===== config.mk =====
export PLATFORM = sky130hd
export DESIGN_NAME = rxrbcnt_fifo_mc
export DESIGN_NICKNAME = d
export VERILOG_FILES = /design/src/rtl/rxrbcnt_fifo_mc_pkg.sv /design/src/rtl/rxrbcnt_fifo_mc_sfifo.sv /design/src/rtl/rxrbcnt_fifo_mc.sv
export SDC_FILE = /design/constraint.sdc
export NUM_CORES = 1
export LEC_CHECK = 0
export ABC_AREA = 1
export BUFFER_PORTS_ARGS = -buffer_cell sky130_fd_sc_hd__buf_2
export CORE_ASPECT_RATIO = 0.5
export CORE_MARGIN = 5
export CORE_UTILIZATION = 65
export DETAILED_ROUTE_END_ITERATION = 16
export GPL_TIMING_DRIVEN = 0
export PLACE_DENSITY = 0.83
export SETUP_SLACK_MARGIN = 0.02
export SYNTH_ARGS = -nofsm -noshare
export SYNTH_HDL_FRONTEND = slang
export SYNTH_SLANG_ARGS = --single-unit

===== constraint.sdc =====
create_clock -name clk -period 10.5 [get_ports clk]
set_input_delay 2.1 -clock clk [delete_from_list [all_inputs] [get_ports clk]]
set_output_delay 2.1 -clock clk [all_outputs]
set_load 0.005 [all_outputs]

===== src/rtl/rxrbcnt_fifo_mc_pkg.sv =====
// ----------------------------------------------------------------------------
// rxrbcnt_fifo_mc_pkg
// Shared defaults for the multi-channel receive byte-count FIFO and a helper
// that locates one channel's occupancy field inside the packed usedw bus.
// ----------------------------------------------------------------------------
package rxrbcnt_fifo_mc_pkg;

    localparam int DEF_WIDTH = 32;  // byte-count word width
    localparam int DEF_DEPTH = 4;   // entries per channel (power of two)
    localparam int DEF_PTR   = 2;   // log2(DEF_DEPTH)
    localparam int DEF_NCH   = 4;   // number of channels
    localparam int DEF_CHW   = 2;   // channel index width
    localparam int DEF_AFULL = 3;   // almost-full threshold

    // LSB of channel ch's occupancy field; each field is ptr+1 bits wide.
    function automatic int usedw_lsb(input int ch, input int ptr);
        return ch * (ptr + 1);
    endfunction

endpackage


===== src/rtl/rxrbcnt_fifo_mc_sfifo.sv =====
// ----------------------------------------------------------------------------
// rxrbcnt_fifo_mc_sfifo
// Single-channel synchronous FIFO with a registered read port and sticky
// overflow/underflow flags.
// Ports:
//   clk, reset        rising-edge clock, synchronous active-high reset
//   wr_en, wr_data    push request and word
//   rd_en             pop request
//   clr_err           clears ovf/udf (a new error in the same cycle wins)
//   rd_data, rd_valid popped word (held until the next pop), 1-cycle pulse
//   usedw             occupancy (wptr - rptr)
//   full/empty/afull  occupancy flags, combinational from the pointers
//   ovf, udf          sticky error flags
// ----------------------------------------------------------------------------
module rxrbcnt_fifo_mc_sfifo
    import rxrbcnt_fifo_mc_pkg::*;
#(
    parameter int WIDTH = DEF_WIDTH,
    parameter int DEPTH = DEF_DEPTH,
    parameter int PTR   = DEF_PTR,
    parameter int AFULL = DEF_AFULL
) (
    input  logic             clk,
    input  logic             reset,
    input  logic             wr_en,
    input  logic [WIDTH-1:0] wr_data,
    input  logic             rd_en,
    input  logic             clr_err,
    output logic [WIDTH-1:0] rd_data,
    output logic             rd_valid,
    output logic [PTR:0]     usedw,
    output logic             full,
    output logic             empty,
    output logic             afull,
    output logic             ovf,
    output logic             udf
);

    localparam logic [PTR:0] DEPTH_W = (PTR+1)'(DEPTH);
    localparam logic [PTR:0] AFULL_W = (PTR+1)'(AFULL);
    localparam logic [PTR:0] ONE_W   = (PTR+1)'(1);

    logic [WIDTH-1:0] mem_r [DEPTH];
    logic [PTR:0]     wptr_r;
    logic [PTR:0]     rptr_r;
    logic [WIDTH-1:0] rd_data_r;
    logic             rd_valid_r;
    logic             ovf_r;
    logic             udf_r;

    logic [PTR:0]     usedw_s;
    logic             full_s;
    logic             empty_s;
    logic             wr_ok_s;
    logic             rd_ok_s;
    logic             ovf_set_s;
    logic             udf_set_s;

    // Occupancy flags and accept/error decisions for this cycle.
    always_comb begin
        usedw_s   = wptr_r - rptr_r;
        full_s    = (usedw_s == DEPTH_W);
        empty_s   = (usedw_s == '0);
        rd_ok_s   = rd_en & ~empty_s;
        // A full queue still takes a write when the same cycle pops a slot;
        // the write lands on the slot being read, which the read sees old.
        wr_ok_s   = wr_en & (~full_s | rd_ok_s);
        ovf_set_s = wr_en & full_s & ~rd_ok_s;
        udf_set_s = rd_en & empty_s;
    end

    // Entry storage; cleared on reset so discarded data never reappears.
    always_ff @(posedge clk) begin
        if (reset) begin
            for (int i = 0; i < DEPTH; i++) begin
                mem_r[i] <= '0;
            end
        end else if (wr_ok_s) begin
            mem_r[wptr_r[PTR-1:0]] <= wr_data;
        end
    end

    // Pointers and the registered read port.
    always_ff @(posedge clk) begin
        if (reset) begin
            wptr_r     <= '0;
            rptr_r     <= '0;
            rd_data_r  <= '0;
            rd_valid_r <= 1'b0;
        end else begin
            rd_valid_r <= rd_ok_s;
            if (wr_ok_s) begin
                wptr_r <= wptr_r + ONE_W;
            end
            if (rd_ok_s) begin
                rptr_r    <= rptr_r + ONE_W;
                rd_data_r <= mem_r[rptr_r[PTR-1:0]];
            end
        end
    end

    // Sticky error flags; a fresh error outranks clr_err.
    always_ff @(posedge clk) begin
        if (reset) begin
            ovf_r <= 1'b0;
            udf_r <= 1'b0;
        end else if (clr_err) begin
            ovf_r <= ovf_set_s;
            udf_r <= udf_set_s;
        end else begin
            ovf_r <= ovf_r | ovf_set_s;
            udf_r <= udf_r | udf_set_s;
        end
    end

    assign usedw    = usedw_s;
    assign full     = full_s;
    assign empty    = empty_s;
    assign afull    = (usedw_s >= AFULL_W);
    assign rd_data  = rd_data_r;
    assign rd_valid = rd_valid_r;
    assign ovf      = ovf_r;
    assign udf      = udf_r;

endmodule


===== src/rtl/rxrbcnt_fifo_mc.sv =====
// ----------------------------------------------------------------------------
// rxrbcnt_fifo_mc
// NCH independent DEPTH x WIDTH byte-count queues sharing one write port and
// one read port, each addressed by a channel index.
// Ports:
//   clk, reset          rising-edge clock, synchronous active-high reset
//   wren, wrch, datain  write request, target channel, word
//   rden, rdch          read request, source channel
//   dataout, rdvalid    popped word (registered, held), 1-cycle valid pulse
//   full/empty/afull    per-channel occupancy flags
//   usedw               packed occupancy, channel c at [c*(PTR+1) +: PTR+1]
//   ovf, udf            per-channel sticky overflow / underflow
//   clr_err             clears all sticky bits
//   dbg                 registered: any sticky error or a bad channel index
// ----------------------------------------------------------------------------
module rxrbcnt_fifo_mc
    import rxrbcnt_fifo_mc_pkg::*;
#(
    parameter int WIDTH = DEF_WIDTH,
    parameter int DEPTH = DEF_DEPTH,
    parameter int PTR   = DEF_PTR,
    parameter int NCH   = DEF_NCH,
    parameter int CHW   = DEF_CHW,
    parameter int AFULL = DEF_AFULL
) (
    input  logic                   clk,
    input  logic                   reset,
    input  logic                   wren,
    input  logic [CHW-1:0]         wrch,
    input  logic [WIDTH-1:0]       datain,
    input  logic                   rden,
    input  logic [CHW-1:0]         rdch,
    output logic [WIDTH-1:0]       dataout,
    output logic                   rdvalid,
    output logic [NCH-1:0]         full,
    output logic [NCH-1:0]         empty,
    output logic [NCH-1:0]         afull,
    output logic [NCH*(PTR+1)-1:0] usedw,
    output logic [NCH-1:0]         ovf,
    output logic [NCH-1:0]         udf,
    input  logic                   clr_err,
    output logic                   dbg
);

    localparam logic [CHW:0] NCH_W = (CHW+1)'(NCH);

    logic [NCH-1:0]   wr_sel_s;
    logic [NCH-1:0]   rd_sel_s;
    logic [WIDTH-1:0] ch_rdata_s [NCH];
    logic [NCH-1:0]   ch_rvalid_s;
    logic             bad_idx_s;
    logic             rd_hit_s;
    logic [CHW-1:0]   last_rdch_r;
    logic             dbg_r;

    // Channel decode; an out-of-range index selects no queue at all.
    always_comb begin
        for (int c = 0; c < NCH; c++) begin
            wr_sel_s[c] = wren & (wrch == CHW'(c));
            rd_sel_s[c] = rden & (rdch == CHW'(c));
        end
        bad_idx_s = (wren & ({1'b0, wrch} >= NCH_W)) |
                    (rden & ({1'b0, rdch} >= NCH_W));
        rd_hit_s  = |(rd_sel_s & ~empty);
    end

    for (genvar c = 0; c < NCH; c++) begin : g_ch
        rxrbcnt_fifo_mc_sfifo #(
            .WIDTH (WIDTH),
            .DEPTH (DEPTH),
            .PTR   (PTR),
            .AFULL (AFULL)
        ) u_fifo (
            .clk      (clk),
            .reset    (reset),
            .wr_en    (wr_sel_s[c]),
            .wr_data  (datain),
            .rd_en    (rd_sel_s[c]),
            .clr_err  (clr_err),
            .rd_data  (ch_rdata_s[c]),
            .rd_valid (ch_rvalid_s[c]),
            .usedw    (usedw[usedw_lsb(c, PTR) +: (PTR+1)]),
            .full     (full[c]),
            .empty    (empty[c]),
            .afull    (afull[c]),
            .ovf      (ovf[c]),
            .udf      (udf[c])
        );
    end

    // Remember the channel of the last accepted pop; its held word is what
    // dataout shows, so failed reads leave dataout untouched.
    always_ff @(posedge clk) begin
        if (reset) begin
            last_rdch_r <= '0;
        end else if (rd_hit_s) begin
            last_rdch_r <= rdch;
        end
    end

    // Debug pulse: sticky errors present or a request with a bad index.
    always_ff @(posedge clk) begin
        if (reset) begin
            dbg_r <= 1'b0;
        end else begin
            dbg_r <= (|ovf) | (|udf) | bad_idx_s;
        end
    end

    // Select the held word of the last popped channel (AND-OR mux).
    always_comb begin
        dataout = '0;
        for (int c = 0; c < NCH; c++) begin
            dataout = dataout | (ch_rdata_s[c] & {WIDTH{last_rdch_r == CHW'(c)}});
        end
    end

    assign rdvalid = |ch_rvalid_s;
    assign dbg     = dbg_r;

endmodule


# Word-level counts from Yosys, hierarchy flattened
# Memories as Yosys holds them, arrays and structs flattened. A register that Yosys moved wholly into a read port is not among the register bits.
# Index checks and enable logic that the tools add are counted.
# totals
register_bits,39
mem_bits_rw,512
input_bits,41
out_inout_bits,66
word_cells,166
memories,4
# op_classes
addsub,12
order_cmp,4
n_eq_ne,13
mux,34
bitwise,62
n_reduce_logical,15
# memory_table
memory,words,width,read_ports,rd_ports_with_merged_regs,write_ports,line,rtl
g_ch[0].u_fifo.mem_r,4,32,1,1,4,rxrbcnt_fifo_mc_sfifo.sv:43,logic [WIDTH-1:0] mem_r [DEPTH];
g_ch[1].u_fifo.mem_r,4,32,1,1,4,rxrbcnt_fifo_mc_sfifo.sv:43,
g_ch[2].u_fifo.mem_r,4,32,1,1,4,rxrbcnt_fifo_mc_sfifo.sv:43,
g_ch[3].u_fifo.mem_r,4,32,1,1,4,rxrbcnt_fifo_mc_sfifo.sv:43,
# op_table
operator,count
$and 32x32->32,4
$mux 32,4
$reduce_or 32->1,4
$or 32x32->32,3
$and 1x1->1,28
$mux 1,26
$add 3x1->3 const B,8
$reduce_or 4->1,4
$or 1x1->1,13
$eq 2x2->1 const B,6
$eq 3x3->1 const B,4
$ge 3x2->1 const B,4
$logic_not 3->1,4
$not 1->1,12
$sub 3x3->3,4
$mux 2,4
$eq 2x1->1 const B,3
$logic_not 2->1,3
$and 4x4->4,1
$not 4->4,1

# Longest topological paths before layout
# Gate-level depths: netlist of the first run.
# depth
word_depth,11
ltp_mapped,15
ltp_nobuf,12

# Hierarchy
# Synthesis of the first run repeated with hierarchy kept, for this count alone.
# unflattened
cells_unflattened,3043
hier_area_um2,30385.4
# by_module_without_submodules
mod,instances,cells_per_inst,area_each_um2,seq_area_each_um2
rxrbcnt_fifo_mc_sfifo (g_ch[0].u_fifo ...),3,705,7340.8,4664.5
rxrbcnt_fifo_mc_sfifo (g_ch[3].u_fifo),1,705,7343.3,4664.5
rxrbcnt_fifo_mc,1,223,1019.7,60.1

# Least setup slack after synthesis of the first run
# Ideal clock, no wire load.
# synth_path
kind,in2reg
from,input port wren
to,memory g_ch[1].u_fifo.mem_r[0][0] (netlist name) (enable)
setup_time_ps,466
arrival_time_ps,5220
required_ps,10034
setup_slack_ps,4814
stages,7
n_path_buf,1
path_cell_list,inv_1 > nor3_1 > nand2_2 > nor2_4 > nand2_2 > buf_6 > o21ai_0
# synth_rtl
element,line,rtl
from (decl),rxrbcnt_fifo_mc.sv:28,"input logic wren,"
to (decl),rxrbcnt_fifo_mc_sfifo.sv:43,

# Worst setup path after layout of the first run
# layout_path
from,register g_ch[2].u_fifo.wptr_r[0]
to,output port empty[2]
# layout_between
elab_chain_cells,2
# layout_rtl
element,line,rtl
from (decl),rxrbcnt_fifo_mc_sfifo.sv:44,logic [PTR:0] wptr_r;
from (signal assigned),rxrbcnt_fifo_mc_sfifo.sv:93,wptr_r <= wptr_r + ONE_W;
$sub 3x3->3,rxrbcnt_fifo_mc_sfifo.sv:61,usedw_s = wptr_r - rptr_r;
$logic_not 3->1,rxrbcnt_fifo_mc_sfifo.sv:63,empty_s = (usedw_s == '0);
to (decl),rxrbcnt_fifo_mc.sv:36,"output logic [NCH-1:0] empty,"
# Every way passes these cells.

==> run summary, run 1 <==
The number of global-route vias before repair is roughly 23,000. The global-route congestion overflow total came out at 0. The number of distinct library cells after synthesis is 28. The worst hold slack across all endpoints is 484 ps.

The CTS clock-pin slew for the worst setup and hold paths is 70 ps. The wire length per cell after detailed routing came out at 23.7 um. The total power per unit cell area is 174 mW/mm^2. In this run the cell area of the synthesized design comes to 0.0300 mm^2. The wire length of the first global-routing pass came out at 135,000 um. The growth of design area from synthesis to finish is 12.4%. By instance count, the leading cell after synthesis is nor2_1. The flow ran to the end, and the final reports show no timing, DRC or antenna violations. The number of buffers added on ports came out at 105. The post-cts gate resize count came out at 0. The total clock buffers created by CTS came out at 56.

The source of the worst register-to-register timing path is g_ch[2].u_fifo.wptr_r[0]$_SDFFE_PP0P_. The clock sink count came out at 679. The critical path capture point type is an output pin. The warning count from the yosys run came out at 0. Clock tree synthesis selected as its root buffer the cell clkbuf_16.

The portion of synthesized cell area occupied by the leading cell type is roughly 51%. Along the worst hold path, the cell count comes to 2. The overall routed net length came out at 90,300 um. The number of max-slew violations in the final report was 0. The initial antenna violation count is 4. The depth of the worst register-to-register path came out at 13. The critical path in this run is classified as register to output pin.

The number of enable flip-flop cells after synthesis is around 510. The prevailing post-synth register cell is edfxtp_1. The DRC violation total after the first TritonRoute iteration is 3,687. The worst path required time is between 8000 and 9000 ps. The placeable core region came out at 0.0454 mm^2. The worst-case headroom to the max-slew limit is 0.668%. In this run the core area contains 55 standard-cell rows. Setup violations remaining at the end of the flow were counted as 0. The total routing resource utilization after global routing came out at between 30% and 40%. The synthesized area per cell came out at 10.1 um^2. The net count reported at finish is 3,215. The standard cell area after detailed placement came out at roughly 0.032 mm^2. The number of primary I/O pins is 107. The maximum resistive drop on vdd is between 0.1 and 0.15 mV. The critical path goes through clkbuf_1 -> inv_2 -> buf_1 -> ha_1 -> fa_1 -> nand2_1 -> inv_1 -> nand3_1 -> inv_1 -> buf_4 -> buf_2. The TritonCTS clock tree is yes. The number of max-cap violations came out at 0. Of all nets on the critical path, the largest fanout is 10. The CTS H-tree depth is 2. The maximum clock skew at final layout is 16.6 ps.

The final-report hold violation count is 0. After synthesis, the most frequently instantiated cells are 659 x nor2_1, 512 x edfxtp_1, 412 x o21ai_0. The share of the clock period used by the worst path came out at 53.6%. The height of the chip is 162 um. The highest clock frequency the design can meet is approximately 0.18 GHz.

The net count after synthesis is 3,036. The setup TNS after final layout came out at 0 ps. Synthesis produced a netlist whose cell count is roughly 3,000. The slew at the pin closest to its max-slew limit is 1490 ps. After detailed routing, the number of remaining DRC violations is 0.

Setup repair after global routing left no endpoint under its margin. The starting density of the core came out at between 60% and 70%. Tracing the worst setup path back leads to its startpoint at g_ch[2].u_fifo.wptr_r[0]$_SDFFE_PP0P_.

The number of antenna diodes in the final layout is 0. The share of the core filled with cells came out at 74.4%. The total via count in the routed design came out at 24,211.

The congestion estimate from routability-driven global placement came to 0.948. The arrival time at the worst endpoint is 3530 ps. In this design, the stage delay of the slowest critical-path cell is 580 ps. The area enclosed by the die boundary came out at 0.0509 mm^2. The kind of path behind the tightest hold check is register to register. The register bit count reported by yosys came out at 679. The proportion of layout cells with a drive suffix above 1 came out at 15.1%. The detail-routed via count per cell is 6.36. The detailed-routing iteration count for the pre-antenna-repair pass came out at 7. The detail route stage leaves a number of antenna-violating nets equal to 0. The total setup buffers inserted after CTS is 0.

For this design the static power due to leakage is between 10 and 15 nW. The latest clock arrival within the worst-skew pair came out at between 600 and 700 ps. The worst setup path is launched from a register. The launch instance of the worst min-delay path is g_ch[1].u_fifo.udf$_SDFF_PP0_. Summed over all nets, the half-perimeter wirelength after detailed placement is between 60,000 and 70,000 um. The cell repeated most along the worst path is inv_1. The synthesized design spends more area on one cell type than any other, namely edfxtp_1. Summing internal, switching and leakage power gives 5.86 mW. The clock tree buffer depth is 3.

Counting flops with an async set or reset pin after synthesis yields a share of 0%. After synthesis, flip-flops and latches occupy 62.3% of the total area. The maximum number of pins on one net before global-route repair came out at 33. The shortest clock period the worst path allows after layout is 5630 ps.

After synthesis, the cell types taking the most area are edfxtp_1 51%, dfxtp_1 11%, nor2_1 8.2%, o21ai_0 6.9%, nor3_2 4.4%. The final cell area excluding filler cells came out at 0.0338 mm^2. The chip width is 314 um. The number of buffers inserted for hold repair after clock tree synthesis is 0.

The slowest stage of the critical path belongs to the cell fa_1.
metrics by stage:
stage | cells | worst slack [ps]
5_1_grt | 3804 | 4710
6_report | 3804 | 4870
3_5_place_dp | 3697 | 5250
2_1_floorplan | 2979 | 4810
4_1_cts | 3803 | 4900
3_3_place_gp | 3682 | 2940
kinds of logic (layout without fill, tap and decap cells):
kind of cell / count (synthesis) / after routing / share of synthesized area, %
buffers and inverters: 391 / 618 / 5.87
adders and majority gates: 16 / 16 / 0.766
and+or+nand+nor: 1319 / 1319 / 20.9
DFF: 679 / 679 / 62.3
AOI/OAI and AO/OA: 574 / 574 / 10.1
layout make-up:
class	instances	area [um^2]
flip-flops and latches	679	18700
fillers	3052	11600
multi-input cells	1909	9740
clock buffers	79	1720
plain buffers	284	1360
repair buffers	121	871
well taps	598	748
inverters	107	402
clock inverters	27	226
where the power goes:
part           total [mW]  internal (mW)  switching (mW)
clock network        2.23           1.22            1.01
registers            3.05           2.99          0.0521
logic               0.589          0.157           0.432
cell usage in the layout (no fill, tap or decap), types with 8 or more instances in the layout:
cell type and instances:
clkbuf_16 62, buf_2 161, clkinv_2 9, buf_6 19, clkbuf_1 189, ha_1 12, o22ai_1 128, buf_4 22
nor3_2 132, nand3_1 26, o21ai_0 400, dfxtp_1 167, nand2_2 12, a21oi_1 21, buf_16 8, nand4_1 32
clkbuf_8 10, o21ai_4 10, nor2_1 659, nor3_1 257, edfxtp_1 512, inv_1 102, nand2_1 192, inv_2 8
o21ai_1 9
worst max-delay path: cells and delay by family, from the launching register on:
kind	cells	cell delay, ps
flip-flops	1	380
AND/OR/NAND/NOR	2	220
buffers and inverters	7	1420
adder cells (fa/ha/maj)	2	900
flip-flops by register name, indices dropped and copies added (netlist names):
register / count
g_ch.u_fifo.rd_data: 128
g_ch.u_fifo.ovf: 4
dbg: 1
g_ch.u_fifo.mem_r: 512
g_ch.u_fifo.wptr_r: 12
last_rdch_r: 2
g_ch.u_fifo.rd_valid: 4
g_ch.u_fifo.rptr_r: 12
g_ch.u_fifo.udf: 4
final timing paths:
check	end	slack, ps
setup / recovery	empty[2]	4870
hold / removal	g_ch[1].u_fifo.udf$_SDFF_PP0_	480
setup reg to reg	g_ch[2].u_fifo.mem_r[0][10]$_SDFFCE_PN0P_	6100
hold reg to reg	g_ch[1].u_fifo.udf$_SDFF_PP0_	480
per-layer routing:
layer	track usage [%]	vias up	part of all wire (%)
met3	12.1	240	17
met2	52.9	1828	43
met4	8.93	6	2.9
li1	-	10756	-
met1	48.9	11381	37
met5	0	-	0.035
(Power assumes the default switching activity.)
==> run 2: changes to the inputs <==
--- a/config.mk
+++ b/config.mk
@@ -9,10 +9,10 @@
 export BUFFER_PORTS_ARGS = -buffer_cell sky130_fd_sc_hd__buf_2
 export CORE_ASPECT_RATIO = 0.5
 export CORE_MARGIN = 5
-export CORE_UTILIZATION = 65
+export CORE_UTILIZATION = 56
 export DETAILED_ROUTE_END_ITERATION = 16
 export GPL_TIMING_DRIVEN = 0
-export PLACE_DENSITY = 0.83
+export PLACE_DENSITY = 0.76
 export SETUP_SLACK_MARGIN = 0.02
 export SYNTH_ARGS = -nofsm -noshare
 export SYNTH_HDL_FRONTEND = slang
==> constraint.sdc (replaced) <==
create_clock -name clk -period 4.7 [get_ports clk]
set_input_delay 0.94 -clock clk [delete_from_list [all_inputs] [get_ports clk]]
set_output_delay 0.94 -clock clk [all_outputs]
set_load 0.005 [all_outputs]
==> run 2 against run 1 <==
The flow now finishes with violations (max-capacitance violations, max-slew violations). Register-to-register slack got worse by 5700 ps. Clock power rose by 120%. Sequential power rose by 120%. Sequential share of layout area fell by 0.15 points. Worst setup slack got worse by 4600 ps. Final cell count rose by 3.1%. First-iteration DRC count fell by 12%. Critical path depth did not move. Highest routed layer is now met4.
==> run summary, run 2 (synthesis results as in run 1) <==
The number of global-route vias before repair came out at around 22,000. The area enclosed by the die boundary is 0.0587 mm^2. The worst hold slack across all endpoints is 483 ps. Counting every sink on the clock net gives roughly 680.

The weighted congestion at the end of routability-driven global placement came out at 0.972. The net count reported at finish came out at 3,216. The starting density of the core came out at 56.2%.

TritonCTS built the clock tree. In this run the worst hold path is classified as register to register. The depth of the worst register-to-register path came out at 13. The initial antenna violation count is 2. The run finished, with violations left. The top fanout value on the critical path is 10.

After global routing the overflow that remains totals 0. The placement-stage worst setup slack is 349 ps. Setup repair after global routing left no endpoint under its margin.

Dividing the detail-routed wire length by the instance count gives 22.4 um. The number of placement rows is 60. The shortest clock period the worst path allows after layout came out at 4430 ps. The count of nets left with antenna violations once routing finished came out at 0. Clock latency on the worst-skew pair, taken at its later pin, is roughly 620 ps. The final reports fail on max-capacitance violations, max-slew violations.

The total clock buffers created by CTS came out at 58. The number of primary I/O pins came out at 107. The library cell used most frequently in the layout, excluding fill and tap cells, is nor2_1. The worst-case IR drop observed on VDD is 0.287 mV.

In the routed layout, each cell is associated on average with a via count of 6.04. The critical path capture point type is an output pin. The number of max-slew violations in the final report is 11. Across the run, the number of max-cap violations was 1.

For the final routed database, the setup TNS stands at 0 ps. Entering global routing, the biggest net connects 33 pins. The wire length of the first global-routing pass is between 100,000 and 150,000 um. Counting flops per register, the top entry is g_ch.u_fifo.mem_r. The final-report hold violation count was 0. The slew at the pin closest to its max-slew limit came out at 1560 ps.

The share of the clock period used by the worst path came out at 94.2%. The detailed-routing iteration count for the pre-antenna-repair pass is 7. The highest clock frequency the design can meet is around 0.23 GHz. The detailed router placed 23,670 vias in this run. The static leakage power is 12.3 nW.

The floorplan step set the die height to 174 um. The number of filler instances in the final layout is around 4,200. The growth of design area from synthesis to finish came out at 12.7%. The sum of net half-perimeters after detailed placement came out at 65,800 um. The overall routed net length is 87,900 um. The number of diodes is 0. The arrival time at the worst endpoint is 3490 ps.

Port buffering added 105 buffers. The share of the core filled with cells is 63.4%. The clock tree buffer depth came out at 3. The maximum clock skew at final layout is 19.6 ps. The DRC violation total after the first TritonRoute iteration is ~3,200.

The worst setup path is launched from a register. Setup violations remaining at the end of the flow were counted as 0. Buffers inserted to repair hold after CTS numbered 0. Across all setup checks in the final design, the least slack found is 274 ps.

The count of cells along the worst hold path is 2. Clock-pin slew was measured on the worst setup and hold paths at 70 ps. The remaining routing DRC violations came out at 0.

The endpoint identified for the worst register-to-register timing path is g_ch[2].u_fifo.mem_r[1][9]$_SDFFCE_PN0P_. In this run the most critical hold path is launched from g_ch[2].u_fifo.rd_data[25]$_SDFFE_PP0N_. The critical path class is register to output pin. The worst path required time came out at 3760 ps. The placeable core region is 0.0535 mm^2. The flip-flop count of the largest register after layout came out at just over 500. Setup slack on the worst reg-to-reg path comes out at 390 ps. The completed layout was analyzed and its total power is around 13 mW. The worst hold path terminates at g_ch[2].u_fifo.rd_data[25]$_SDFFE_PP0N_. For this design the ratio of total power to cell area is 382 mW/mm^2. Global routing consumed, over all layers together, 29.4% of the routing resources.

In this run the number of H-tree levels came out at 2. The source of the worst register-to-register timing path is g_ch[2].u_fifo.wptr_r[0]$_SDFFE_PP0P_. The floorplan step set the die width to 338 um. The cell sitting at the root of the clock tree is a clkbuf_16. Cells with a size suffix above 1 make up 14.9% of the layout.

The top cell types in the final layout, fill and taps aside, are 659 x nor2_1, 512 x edfxtp_1, 400 x o21ai_0. The worst-case headroom to the max-slew limit came out at -3.81%.
==> run 2: cell count changes in the layout (fill, tap and decap cells not counted) <==
cell | previous run | this run
buf_16 | 8 | 10
buf_8 | 7 | 4
clkbuf_1 | 189 | 196
clkbuf_16 | 62 | 59
clkbuf_2 | 0 | 2
clkbuf_8 | 10 | 11
clkinv_1 | 4 | 10
clkinv_4 | 3 | 1
clkinvlp_2 | 0 | 1
clkinvlp_4 | 2 | 1
inv_1 | 102 | 96
inv_4 | 1 | 0
inv_6 | 2 | 1
==> run 2: final cells by class <==
type                            instances  area, um^2  share of cell area, %
Buffer                                284        1360                   4.03
Clock buffer                           86        1690                   4.98
Clock inverter                         23         191                  0.565
Inverter                              107         402                   1.19
Multi-Input combinational cell       1909        9740                   28.8
Sequential cell                       679       18700                   55.3
Tap cell                              713         892                   2.63
Timing Repair Buffer                  120         881                   2.60
==> run 2: how the worst max path moves through the flow <==
stage,slack (ps),end,depth (start not counted),start
2_1_floorplan,-430,g_ch[1].u_fifo.mem_r[0][0]$_SDFFCE_PN0P_,13,g_ch[1].u_fifo.wptr_r[0]$_SDFFE_PP0P_
3_3_place_gp,-1940,g_ch[1].u_fifo.mem_r[1][4]$_SDFFCE_PN0P_,13,g_ch[1].u_fifo.wptr_r[0]$_SDFFE_PP0P_
3_5_place_dp,350,g_ch[2].u_fifo.mem_r[1][8]$_SDFFCE_PN0P_,13,g_ch[2].u_fifo.wptr_r[0]$_SDFFE_PP0P_
4_1_cts,140,full[2],9,g_ch[2].u_fifo.wptr_r[0]$_SDFFE_PP0P_
5_1_grt,130,empty[2],11,g_ch[2].u_fifo.wptr_r[0]$_SDFFE_PP0P_
6_report,270,empty[2],11,g_ch[2].u_fifo.wptr_r[0]$_SDFFE_PP0P_
==> run 2: worst max-delay path, stage by stage (launching register included) <==
cell and delay (ps):
dfxtp_1 340, clkbuf_2 220, inv_2 260, buf_1 620, ha_1 290, fa_1 470, nand2_1 110, inv_1 60
nand3_1 170, inv_1 80, buf_4 130, buf_2 120
==> run 2: per-stage QoR <==
stage / instance area, um^2 / cells
3_3_place_gp: 31500 / 3797
3_5_place_dp: 32000 / 3812
6_report: 33900 / 3921
5_1_grt: 33900 / 3921
4_1_cts: 33900 / 3921
2_1_floorplan: 30100 / 2979
==> run 2: repair_timing <==
| item | CTS | global route |
|---|---|---|
| buffers inserted | 0 | 0 |
| gates resized for setup | 0 | 2 |
| hold endpoints to repair | 0 | 0 |
| setup endpoints to repair | 0 | 1 |
==> run 2: layer usage <==
metal | up-vias | track usage [%] | part of all wire (%)
li1 | 10771 | - | -
met1 | 11321 | 42.7 | 41
met2 | 1420 | 45.0 | 44
met3 | 158 | 7.80 | 13
met4 | 0 | 6.47 | 2.3
met5 | - | 0 | 0
==> run 2: power breakdown <==
part	switching, mW	internal, mW	total, mW
Clock	2.21	2.65	4.85
Sequential	0.112	6.69	6.80
Combinational	0.948	0.353	1.30
Total	3.27	9.69	13.0
